## config.mk

```make
export PLATFORM = sky130hd
export DESIGN_NAME = vga_fb_arbiter_flat
export DESIGN_NICKNAME = d
export VERILOG_FILES = /design/src/rtl/vga_fb_arbiter_if.sv /design/src/rtl/vga_fb_arbiter.sv /design/src/flat_wrapper.sv
export SDC_FILE = /design/constraint.sdc
export NUM_CORES = 1
export LEC_CHECK = 0
export BUFFER_PORTS_ARGS = -buffer_cell sky130_fd_sc_hd__buf_2
export CORE_UTILIZATION = 55
export CTS_CLUSTER_DIAMETER = 50
export DETAILED_ROUTE_END_ITERATION = 16
export GPL_ROUTABILITY_DRIVEN = 0
export HOLD_SLACK_MARGIN = 0.03
export PLACE_DENSITY = 0.77
export SLEW_MARGIN = 30
export SYNTH_ARGS = -nofsm -noshare
export SYNTH_HDL_FRONTEND = slang
export SYNTH_SLANG_ARGS = --single-unit
```

## constraint.sdc

```tcl
create_clock -name clock -period 5.6 [get_ports clock]
set_clock_uncertainty 0.15 [all_clocks]
set_input_delay 0.28 -clock clock [delete_from_list [all_inputs] [get_ports clock]]
set_output_delay 0.28 -clock clock [all_outputs]
set_load 0.02 [all_outputs]
```

## src/rtl/vga_fb_arbiter_if.sv

```systemverilog
// vga_fb_arbiter_if: VGA read, CPU write and framebuffer RAM bus bundle.
// slave = arbiter side, master = VGA/CPU/RAM side.
interface vga_fb_arbiter_if #(
  parameter int ADDR_W = 19,
  parameter int DATA_W = 8
);
  logic              vga_req;
  logic [ADDR_W-1:0] vga_addr;
  logic [DATA_W-1:0] vga_data;
  logic              vga_valid;
  logic              cpu_wr_en;
  logic [ADDR_W-1:0] cpu_wr_addr;
  logic [DATA_W-1:0] cpu_wr_data;
  logic              cpu_wr_ready;
  logic [ADDR_W-1:0] mem_addr;
  logic [DATA_W-1:0] mem_wdata;
  logic              mem_we;
  logic [DATA_W-1:0] mem_rdata;

  modport slave (
    input  vga_req, vga_addr,
    input  cpu_wr_en, cpu_wr_addr, cpu_wr_data,
    input  mem_rdata,
    output vga_data, vga_valid, cpu_wr_ready,
    output mem_addr, mem_wdata, mem_we
  );

  modport master (
    output vga_req, vga_addr,
    output cpu_wr_en, cpu_wr_addr, cpu_wr_data,
    output mem_rdata,
    input  vga_data, vga_valid, cpu_wr_ready,
    input  mem_addr, mem_wdata, mem_we
  );
endinterface

```

## src/rtl/vga_fb_arbiter.sv

```systemverilog
// vga_fb_arbiter: one-port framebuffer arbiter, VGA reads over FIFO'd CPU writes.
// Ports: clock, resetn (async low), io_bus (slave). Macro: FB_STARVE_GUARD_EN.
module vga_fb_arbiter #(
  parameter int ADDR_W       = 19,
  parameter int DATA_W       = 8,
  parameter int FIFO_DEPTH   = 4,
  parameter int STARVE_LIMIT = 16
) (
  input  logic             clock,
  input  logic             resetn,
  vga_fb_arbiter_if.slave  io_bus
);
  localparam int PW = $clog2(FIFO_DEPTH);
  localparam int CW = PW + 1;
  localparam logic [CW-1:0] DEPTH_C = CW'(FIFO_DEPTH);

  logic [ADDR_W-1:0] r_fa [FIFO_DEPTH];
  logic [DATA_W-1:0] r_fd [FIFO_DEPTH];
  logic [PW-1:0]     r_wp, r_rp;
  logic [CW-1:0]     r_cnt;

  logic [2:0]        r_pv, r_ps;
  logic [DATA_W-1:0] r_vdata;
  logic [ADDR_W-1:0] r_maddr;
  logic [DATA_W-1:0] r_mwdata;
  logic              r_mwe;

  logic w_empty, w_full, w_push, w_force;
  logic w_rgrant, w_wgrant, w_sub;

  assign w_empty  = (r_cnt == '0);
  assign w_full   = (r_cnt == DEPTH_C);
  assign w_push   = io_bus.cpu_wr_en && !w_full;
  assign w_wgrant = !w_empty && (w_force || !io_bus.vga_req);
  assign w_rgrant = io_bus.vga_req && !w_force;
  // A displaced read still flows down the pipe, flagged to reuse old pixel.
  assign w_sub    = io_bus.vga_req && w_force;

`ifdef FB_STARVE_GUARD_EN
  localparam int SW = $clog2(STARVE_LIMIT + 1);
  localparam logic [SW-1:0] LIMIT_C = SW'(STARVE_LIMIT);
  logic [SW-1:0] r_starve;

  assign w_force = !w_empty && (r_starve == LIMIT_C);

  always_ff @(posedge clock or negedge resetn) begin
    if (!resetn) begin
      r_starve <= '0;
    end else if (w_force) begin
      r_starve <= '0;
    end else if (w_full && io_bus.vga_req) begin
      r_starve <= r_starve + SW'(1);
    end else begin
      r_starve <= '0;
    end
  end
`else
  // Guard disabled: the comparison is constant false, VGA always wins.
  assign w_force = (STARVE_LIMIT < 0);
`endif

  always_ff @(posedge clock) begin
    if (w_push) begin
      r_fa[r_wp] <= io_bus.cpu_wr_addr;
      r_fd[r_wp] <= io_bus.cpu_wr_data;
    end
  end

  always_ff @(posedge clock or negedge resetn) begin
    if (!resetn) begin
      r_wp  <= '0;
      r_rp  <= '0;
      r_cnt <= '0;
    end else begin
      if (w_push)   r_wp <= r_wp + PW'(1);
      if (w_wgrant) r_rp <= r_rp + PW'(1);
      unique case ({w_push, w_wgrant})
        2'b10:   r_cnt <= r_cnt + CW'(1);
        2'b01:   r_cnt <= r_cnt - CW'(1);
        default: r_cnt <= r_cnt;
      endcase
    end
  end

  always_ff @(posedge clock or negedge resetn) begin
    if (!resetn) begin
      r_maddr  <= '0;
      r_mwdata <= '0;
      r_mwe    <= 1'b0;
    end else begin
      unique case (1'b1)
        w_rgrant: begin
          r_maddr <= io_bus.vga_addr;
          r_mwe   <= 1'b0;
        end
        w_wgrant: begin
          r_maddr  <= r_fa[r_rp];
          r_mwdata <= r_fd[r_rp];
          r_mwe    <= 1'b1;
        end
        default: r_mwe <= 1'b0;
      endcase
    end
  end

  // Stage 1 = address on RAM, stage 2 = rdata back, stage 3 = output.
  always_ff @(posedge clock or negedge resetn) begin
    if (!resetn) begin
      r_pv    <= '0;
      r_ps    <= '0;
      r_vdata <= '0;
    end else begin
      r_pv <= {r_pv[1:0], io_bus.vga_req};
      r_ps <= {r_ps[1:0], w_sub};
      if (r_pv[1] && !r_ps[1]) r_vdata <= io_bus.mem_rdata;
    end
  end

  assign io_bus.vga_data     = r_vdata;
  assign io_bus.vga_valid    = r_pv[2];
  assign io_bus.cpu_wr_ready = (r_cnt < DEPTH_C);
  assign io_bus.mem_addr     = r_maddr;
  assign io_bus.mem_wdata    = r_mwdata;
  assign io_bus.mem_we       = r_mwe;
endmodule
```

## src/flat_wrapper.sv

```systemverilog
// flat-port wrapper written by rule: the top's interface ports become plain ports
module vga_fb_arbiter_flat 
#(
  parameter int ADDR_W       = 19,
  parameter int DATA_W       = 8,
  parameter int FIFO_DEPTH   = 4,
  parameter int STARVE_LIMIT = 16
)
  (clock, resetn, io_bus_vga_req, io_bus_vga_addr, io_bus_cpu_wr_en, io_bus_cpu_wr_addr, io_bus_cpu_wr_data, io_bus_mem_rdata, io_bus_vga_data, io_bus_vga_valid, io_bus_cpu_wr_ready, io_bus_mem_addr, io_bus_mem_wdata, io_bus_mem_we);
  vga_fb_arbiter_if #(.ADDR_W(ADDR_W), .DATA_W(DATA_W)) io_bus_i ();
  input  logic clock;
  input  logic resetn;
  input wire logic [$bits(io_bus_i.vga_req)-1:0] io_bus_vga_req;
  input wire logic [$bits(io_bus_i.vga_addr)-1:0] io_bus_vga_addr;
  input wire logic [$bits(io_bus_i.cpu_wr_en)-1:0] io_bus_cpu_wr_en;
  input wire logic [$bits(io_bus_i.cpu_wr_addr)-1:0] io_bus_cpu_wr_addr;
  input wire logic [$bits(io_bus_i.cpu_wr_data)-1:0] io_bus_cpu_wr_data;
  input wire logic [$bits(io_bus_i.mem_rdata)-1:0] io_bus_mem_rdata;
  output wire logic [$bits(io_bus_i.vga_data)-1:0] io_bus_vga_data;
  output wire logic [$bits(io_bus_i.vga_valid)-1:0] io_bus_vga_valid;
  output wire logic [$bits(io_bus_i.cpu_wr_ready)-1:0] io_bus_cpu_wr_ready;
  output wire logic [$bits(io_bus_i.mem_addr)-1:0] io_bus_mem_addr;
  output wire logic [$bits(io_bus_i.mem_wdata)-1:0] io_bus_mem_wdata;
  output wire logic [$bits(io_bus_i.mem_we)-1:0] io_bus_mem_we;
  assign io_bus_i.vga_req = io_bus_vga_req;
  assign io_bus_i.vga_addr = io_bus_vga_addr;
  assign io_bus_i.cpu_wr_en = io_bus_cpu_wr_en;
  assign io_bus_i.cpu_wr_addr = io_bus_cpu_wr_addr;
  assign io_bus_i.cpu_wr_data = io_bus_cpu_wr_data;
  assign io_bus_i.mem_rdata = io_bus_mem_rdata;
  assign io_bus_vga_data = io_bus_i.vga_data;
  assign io_bus_vga_valid = io_bus_i.vga_valid;
  assign io_bus_cpu_wr_ready = io_bus_i.cpu_wr_ready;
  assign io_bus_mem_addr = io_bus_i.mem_addr;
  assign io_bus_mem_wdata = io_bus_i.mem_wdata;
  assign io_bus_mem_we = io_bus_i.mem_we;
  vga_fb_arbiter #(.ADDR_W(ADDR_W), .DATA_W(DATA_W), .FIFO_DEPTH(FIFO_DEPTH), .STARVE_LIMIT(STARVE_LIMIT)) u_core (.clock(clock), .resetn(resetn), .io_bus(io_bus_i));
endmodule
```

Yosys cells after proc, flatten, opt, wreduce, memory -nomap -nowiden
Memory sizes are Yosys's and may differ from the RTL's. A register that Yosys moved wholly into a read port is not among the register bits.
Index checks and enable logic that the tools add are counted.
W data, S select, Z words.
- multiply operators: 0
- div/mod/pow operators: 0
- muxes and demuxes: 5
- equality and inequality tests: 3
- shifts and indexed selects: 0
- add/subtract/negate cells: 4
- $lt $le $gt $ge: 1
- reduce and logical (&&, ||, !) cells: 9
- bitwise logic cells: 0
- operators by type and width (cell ; number):
    $pmux W19 S2 ; 1
    $pmux W3 S2 ; 1
    $add A2 B1 Y2 const B ; 2
    $logic_not A1 Y1 ; 4
    $reduce_bool A2 Y1 ; 2
    $add A3 B1 Y3 const B ; 1
    $eq A3 B3 Y1 const B ; 1
    $logic_not A3 Y1 ; 1
    $lt A3 B3 Y1 const B ; 1
    $mux W1 ; 3
    $sub A3 B1 Y3 const B ; 1
    $eq A2 B1 Y1 const B ; 1
    $eq A2 B2 Y1 const B ; 1
    $logic_and A1 B1 Y1 ; 2
- ROM bits: 0
- input port bits: 58
- register bits after elaboration: 38
- memories: 2
- bits in latches: 0
- memory bits (writable): 108
- word-level logic and storage cells: 31
- output and inout bits: 38
- memory list (memory ; words ; bits a word ; read ports ; clocked after memory_dff ; write ports ; RTL line ; RTL):
    u_core.r_fa ; 4 ; 19 ; 1 ; 0 ; 1 ; vga_fb_arbiter.sv:17 ; logic [ADDR_W-1:0] r_fa [FIFO_DEPTH];
    u_core.r_fd ; 4 ; 8 ; 1 ; 1 ; 1 ; vga_fb_arbiter.sv:18 ; logic [DATA_W-1:0] r_fd [FIFO_DEPTH];

Longest topological paths before layout
Gate-level depths: netlist (run 1).
- depth after elaboration: 5
- depth in mapped cells: 9
- gate-level depth less buffers: 9

Worst setup path after synthesis (run 1)
OpenSTA, ideal clock, no wires.
- path kind: reg-to-reg
- from: reg u_core.r_cnt[2]
- to: mem u_core.r_fa[0][0], enable pin
- slack: 3.488 ns
- setup time: 0.386 ns
- data arrival time: 1.576 ns
- clock period less this slack: 2.112 ns
- cell stages (with the launch flop): 4
- cell sequence: dfrtp_1 -> inv_1 -> o31a_1 -> and2_1
- longest elaborated chain between the ends: 5
- RTL lines (item ; RTL line ; RTL):
    start, declared ; vga_fb_arbiter.sv:20 ; logic [CW-1:0] r_cnt;
    start signal, assigned ; vga_fb_arbiter.sv:78 ; 2'b10: r_cnt <= r_cnt + CW'(1);
    start signal, assigned ; vga_fb_arbiter.sv:79 ; 2'b01: r_cnt <= r_cnt - CW'(1);
    start signal, assigned ; vga_fb_arbiter.sv:80 ; default: r_cnt <= r_cnt;
    $eq A3 B3 Y1 ; vga_fb_arbiter.sv:32 ; assign w_full = (r_cnt == DEPTH_C);
    $logic_not A1 Y1 ; vga_fb_arbiter.sv:33 ; assign w_push = io_bus.cpu_wr_en && !w_full;
    $logic_and A1 B1 Y1 ; vga_fb_arbiter.sv:33 ;
    $mux W1 ; vga_fb_arbiter.sv:63 ; if (w_push) begin
    $mux W1 (not written as such) ; vga_fb_arbiter.sv:64 ; r_fa[r_wp] <= io_bus.cpu_wr_addr;
    end, declared ; vga_fb_arbiter.sv:17 ;
Every way passes these cells.

Worst setup path in the final report (run 1)
- from: in io_bus_vga_req
- to: reg u_core.r_cnt[2]
- longest elaborated chain between the ends: 4
- elaborated cells between the ends (all ways): 6
- those cells by class: eq/ne: 2; mux: 1; reduce/logical: 3
- RTL lines (item ; RTL line ; RTL):
    start, declared ; flat_wrapper.sv:13 ; input wire logic [$bits(io_bus_i.vga_req)-1:0] io_bus_vga_req;
    $logic_not A1 Y1 (*) ; vga_fb_arbiter.sv:34 ; assign w_wgrant = !w_empty && (w_force || !io_bus.vga_req);
    $logic_and A1 B1 Y1 (*) ; vga_fb_arbiter.sv:34 ;
    via u_core.w_wgrant ; vga_fb_arbiter.sv:29 ; logic w_rgrant, w_wgrant, w_sub;
    $eq A2 B1 Y1 or $eq A2 B2 Y1 (tied branches) ; vga_fb_arbiter.sv:77 ; unique case ({w_push, w_wgrant})
    $pmux W3 S2 or $reduce_bool A2 Y1 (tied branches) ; - ;
The timed path passes the listed nets; every way through them passes the cells marked *.
A chain may end at the register's enable or synchronous reset.

==> results.sh, run 1 <==
export IMPL_grt_pass1_wl_um=18300
export IMPL_multi_input_area_um2=1300
export IMPL_diodes=0
export IMPL_required_ns=5.89
export IMPL_postRouteAntennaNets=0
export IMPL_slew_viol_final=0
export IMPL_synth_top_area_cell="edfxtp_1"
export IMPL_core_area_um2=10300
export IMPL_crit_fanout=23
export IMPL_ys_top_cells_by_count="edfxtp_1, dfrtp_1, mux4_2"
export IMPL_io_pins=96
export IMPL_drive_above_1_share_pct=38.0
export IMPL_fill_cells=573
export IMPL_synth_top_area_share_pct=55.2
export IMPL_status="completed"
export IMPL_area_growth_pct=30.5
export IMPL_gr_usage_met1_pct=29.6
export IMPL_finish_instance_area_um2=7660
export IMPL_power_leakage_nw=2.99
export IMPL_rsz0062_at_grt="no"
export IMPL_regArea_um2=4400
export IMPL_fin_nets=522
export IMPL_critical_path_class="input pin to flip-flop"
export IMPL_synth_fp_nets=362
export IMPL_yosys_warnings=0
export IMPL_routed_via_count=3261
export IMPL_end_kind="flip-flop"
export IMPL_wirelength_um=11600
export IMPL_met2_usage_pct=37.0
export IMPL_globalRouteOverflowTotal=0
export IMPL_synth_adder_area_share_pct=1.41
export IMPL_ir_worst_vdd_v=0.000233
export IMPL_max_slew_margin_pct=48.5
export IMPL_num_rows=37
export IMPL_hpwlAfterDp_um=6170
export IMPL_synth_edf_count=108
export IMPL_postCtsHoldBufs=56
export IMPL_p_sw_share_pct=29.5
export IMPL_finalSetupViolations=0
export IMPL_ys_types=30
export IMPL_pwr_share_comb_pct=25.4
export IMPL_path_clk_slew_ns=0.06
export IMPL_track_usage_pct=23.1
export IMPL_grt_pass1_vias=3489
export IMPL_p_per_area_nw_per_um2=512
export IMPL_drt_pass1_iterations=5
export IMPL_drc=0
export IMPL_netlist_instances=298
export IMPL_hp_class="input pin to flip-flop"
export IMPL_worst_slew_pin_slew_ns=0.773
export IMPL_start_util_pct=56.9
export IMPL_numCtsBuffers=17
export IMPL_grt_busiest_layer="met2"
export IMPL_switchingPower_mw=1.16
export IMPL_arrival_ns=2.85
export IMPL_root_buffer="clkbuf_8"
export IMPL_clockBufferDepth=2
export IMPL_h_tree_depth=4
export IMPL_fin_crit_sh_pct=45.8
export IMPL_port_buffers=95
export IMPL_via_per_inst=5.37
export IMPL_postCtsSetupRepairBufs=0
export IMPL_hold_viol=0
export IMPL_synth_compound_area_share_pct=4.20
export IMPL_cap_violations=0
export IMPL_clkSinkCount=154
export IMPL_avgSynthCellArea_um2=19.7
export IMPL_cp_start_kind="input pin"
export IMPL_seqPwrFrac_pct=43.5
export IMPL_place_area_um2=6470
export IMPL_yosysMostFrequentCell="edfxtp_1"
export IMPL_setup_tns_ns=0
export IMPL_grt_max_degree=47
export IMPL_cts_tree="yes"
export IMPL_synth_area_leaders="edfxtp_1, dfrtp_1, mux4_2"
export IMPL_synth_cell_area_um2=5880
export IMPL_die_y_um=105
export IMPL_die_w_um=105
export IMPL_fin_util_pct=74.2
export IMPL_clkPwrFrac_pct=31.1
export IMPL_hold_ws_ns=0.0909
export IMPL_ys_ff_latch=154
export IMPL_synth_ff_type="edfxtp_1"
export IMPL_synth_async_sr_flop_share_pct=29.9
export IMPL_min_period_ns=2.56
export IMPL_drtIter0Drc=235
export IMPL_synth_area_mux_share_pct=14.3
export IMPL_grtUsageMet3_pct=6.93
export IMPL_wl_per_cell_um=19.2
export IMPL_clk_latency_ns=0.53
export IMPL_grt_antenna_before_repair=0
export IMPL_intPower_mw=2.77
export IMPL_max_freq_mhz=390
export IMPL_ys_seq_area_share_pct=74.8
export IMPL_yosys_area_share_simple_pct=1.21
export IMPL_dieArea_um2=11100
export IMPL_cts_resized=0
export IMPL_synth_top_family_by_area="multiplexers"
export IMPL_synth_xor_area_share_pct=0.894
==> power by group through the flow <==
stage | combinational [mW] | sequential [mW] | clock, mW
after CTS | 1.01 | 1.71 | 1.23
after detailed placement | 0.956 | 1.73 | 0
after global placement | 0.929 | 1.70 | 0
final | 0.995 | 1.71 | 1.22
after floorplan | 0.650 | 1.75 | 0
after global routing | 1.07 | 1.74 | 1.29
==> final cells by class <==
class                           instances  share of cell area (%)
Sequential cell                       154                    57.4
Multi-Input combinational cell        105                    16.9
Timing Repair Buffer                  153                    13.8
Clock buffer                           18                    5.45
Clock inverter                         14                    2.87
Tap cell                              136                    2.22
Inverter                               27                    1.35
==> placed cells by master (no fill, tap or decap) <==
cell             n
clkbuf_1         1
nor3b_1          1
clkinvlp_4       4
ha_1             5
o21ai_0          6
dfrtp_4          1
dfrtp_1         45
buf_2           94
xnor2_1          4
nor3_1           1
mux2i_1          1
inv_1           18
mux2_2           8
xor2_1           2
inv_4            1
and2_2           4
clkinv_1         8
mux4_2          27
a22oi_1         19
buf_4            2
nor4_4           1
dlygate4sd3_1   56
inv_6            3
clkinv_4         1
clkbuf_8         1
or2_4            1
clkbuf_16       16
edfxtp_1       108
bufinv_16        5
o21ai_1         13
o31a_1           1
buf_6            1
clkinv_2         1
nor2_1           1
mux2_4           8
fa_1             1
mux2_1           1
==> stage by stage <==
stage	instances	setup WS (ns)	total power [mW]
4_1_cts	607	3.07	3.96
2_1_floorplan	298	3.49	2.40
3_3_place_gp	518	3.21	2.63
6_report	607	3.04	3.92
5_1_grt	607	2.93	4.10
3_5_place_dp	519	3.07	2.68
==> worst max-delay path, cell delays in order <==
cell and delay, ns:
dlygate4sd3_1 0.53, buf_2 0.28, or2_4 0.43, inv_4 0.20, ha_1 0.23, inv_1 0.07, fa_1 0.38, xor2_1 0.16
nor2_1 0.14, xnor2_1 0.14
==> logic make-up after synthesis <==
logic type | Yosys count
AOI/OAI and AO/OA | 39
DFF | 154
muxes | 45
buffers and inverters | 39
and+or+nand+nor | 9
xor gates and xnor gates | 6
adders and majority gates | 6
==> path summary, 6_finish.rpt <==
path	cells after the start	slack [ns]	end	start
max in group asynchronous	2	4.68	u_core.r_rp[0]	resetn
min reg2reg	0	0.21	u_core.r_pv[1]	u_core.r_pv[0]
max	10	3.04	u_core.r_cnt[2]	io_bus_vga_req
min in group asynchronous	2	0.16	u_core.io_bus.vga_data[7]	resetn
min	3	0.09	u_core.r_wp[0]	io_bus_cpu_wr_en
max reg2reg	9	3.11	u_core.r_cnt[2]	u_core.r_cnt[0]
==> layer usage <==
layer | vias up | share of wire (%)
met3 | 21 | 7.5
met4 | 0 | 2.1
met2 | 149 | 50
met1 | 1620 | 40
met5 | - | 0
li1 | 1471 | -
==> state kept, by name, indices dropped and copies added, names as in the netlist <==
signal	flops
u_core.r_fd	32
u_core.io_bus.mem_we	1
u_core.r_wp	2
u_core.io_bus.mem_addr	19
u_core.io_bus.vga_data	8
u_core.r_cnt	3
u_core.r_fa	76
u_core.r_pv	3
u_core.r_rp	2
u_core.io_bus.mem_wdata	8
No activity file was read; power rests on OpenSTA's default activity.
==> inputs of run 2 (changes only) <==
Clock period 5.6 ns to 2.5 ns, I/O delays scaled along.
==> run 2 against run 1 <==
  * Total power is 120% higher
  * Hold slack improved by 0.10 ns
  * Critical path type is now flip-flop to flip-flop
  * Non-clock buffer count grew 11
  * Global-route usage is 0.48 points lower
  * Clock power up 110%
  * Register-to-register slack lost 2.9 ns
  * Clock-buffer cell count rose by 3
  * Combinational power increased by 150%
  * Highest routed layer unchanged
  * First-iteration DRC count grew 14%
  * Via count up 2.2%
  * Sequential cell count unchanged
  * Critical path depth is 1 lower
==> results.sh, run 2 (same netlist as run 1, synthesis figures left out) <==
export IMPL_status="completed"
export IMPL_finalSetupViolations=0
export IMPL_max_slew_margin_pct=72.6
export IMPL_crit_fanout=10
export IMPL_power_leakage_nw=3.06
export IMPL_hold_viol=0
export IMPL_max_freq_mhz=443
export IMPL_routed_via_count=3332
export IMPL_fin_crit_sh_pct=90.3
export IMPL_drtIter0Drc=267
export IMPL_hold_ws_ns=0.194
export IMPL_critical_path_class="flip-flop to flip-flop"
export IMPL_wirelength_um=11400
export IMPL_wl_per_cell_um=18.5
export IMPL_slew_viol_final=0
export IMPL_final_common_cell="edfxtp_1"
export IMPL_via_per_inst=5.39
export IMPL_postRouteAntennaNets=0
export IMPL_h_tree_depth=4
export IMPL_rsz0062_at_grt="no"
export IMPL_worst_r2r_cell_count=9
export IMPL_diodes=0
export IMPL_core_area_um2=10300
export IMPL_fin_util_pct=75.5
export IMPL_hp_class="input pin to flip-flop"
export IMPL_grt_antenna_before_repair=0
export IMPL_setup_tns_ns=0
export IMPL_end_kind="flip-flop"
export IMPL_port_buffers=95
export IMPL_arrival_ns=2.56
export IMPL_globalRouteOverflowTotal=0
export IMPL_dieArea_um2=11100
export IMPL_drt_pass1_iterations=4
export IMPL_postCtsSetupRepairBufs=0
export IMPL_clockBufferDepth=2
export IMPL_hold_depth=2
export IMPL_ir_worst_vdd_v=0.000828
export IMPL_drc=0
export IMPL_grt_pass1_wl_um=18000
export IMPL_p_per_area_nw_per_um2=1120
export IMPL_grt_max_degree=47
export IMPL_cap_violations=0
export IMPL_drive_above_1_share_pct=38.8
export IMPL_die_y_um=105
export IMPL_die_w_um=105
export IMPL_numCtsBuffers=17
export IMPL_hpwlAfterDp_um=6480
export IMPL_start_util_pct=56.9
export IMPL_track_usage_pct=22.6
export IMPL_area_growth_pct=32.6
export IMPL_cts_resized=0
export IMPL_cts_tree="yes"
export IMPL_cp_start_kind="flip-flop"
export IMPL_clk_latency_ns=0.53
export IMPL_clkSinkCount=154
export IMPL_io_pins=96
export IMPL_num_rows=37
export IMPL_top_register="u_core.r_fa"
export IMPL_min_period_ns=2.26
export IMPL_root_buffer="clkbuf_8"
export IMPL_worst_slew_pin_slew_ns=0.410
export IMPL_required_ns=2.80
export IMPL_grt_pass1_vias=3511
export IMPL_largest_reg_flops=76
export IMPL_postCtsHoldBufs=59
export IMPL_layout_common_cells="edfxtp_1, buf_2, dlygate4sd3_1, dfrtp_1, mux4_2"
export IMPL_fin_nets=533
export IMPL_path_clk_slew_ns=0.06
-- run 2: path summary, 6_finish.rpt --
| check | slack [ns] | from | end |
|---|---|---|---|
| min in group asynchronous | 0.51 | resetn | u_core.io_bus.vga_data[2] |
| setup reg to reg | 0.24 | u_core.r_cnt[0] | u_core.r_cnt[2] |
| hold / removal | 0.19 | io_bus_cpu_wr_addr[17] | u_core.r_fa[1][17] |
| hold reg to reg | 0.20 | u_core.r_pv[0] | u_core.r_pv[1] |
| max in group asynchronous | 1.46 | resetn | u_core.r_rp[0] |
| setup / recovery | 0.24 | u_core.r_cnt[0] | u_core.r_cnt[2] |
-- run 2: worst max-delay path, stage by stage, from the launching register on --
cell	delay (ns)
dfrtp_1	0.47
nor3_1	0.10
or2_4	0.25
inv_4	0.17
ha_1	0.21
inv_1	0.06
fa_1	0.38
xor2_1	0.15
nor2_1	0.12
xnor2_1	0.13
-- run 2: metal layers --
layer	GRT usage (%)	wire [um]	vias up
li1	-	-	1492
met1	29.1	4680	1701
met2	36.8	5750	128
met3	7.17	872	11
met4	7.24	127	0
met5	0	0	-
-- run 2: cell type report --
cell class / count / area [um2]
clock inverters: 11 / 141
fillers: 566 / 2530
repair buffers: 164 / 1220
multi-input cells: 105 / 1300
clock buffers: 21 / 460
flip-flops and latches: 154 / 4400
well taps: 136 / 170
inverters: 27 / 104
-- run 2: power breakdown --
group	total [mW]	switching (mW)	leakage (nW)	internal (mW)
combinational	2.46	1.30	1.24	1.17
clock	2.55	0.948	0.297	1.60
sequential	3.68	0.280	1.53	3.40
-- run 2: metrics by stage --
step           power (mW)  worst slack (ns)  instances  instance area (um2)
2_1_floorplan        5.37             0.388        298                 5880
3_3_place_gp         6.03             0.326        527                 6580
3_5_place_dp         6.12             0.241        527                 6580
4_1_cts              8.77             0.228        618                 7790
5_1_grt              9.12            0.0953        618                 7790
6_report             8.70             0.241        618                 7790
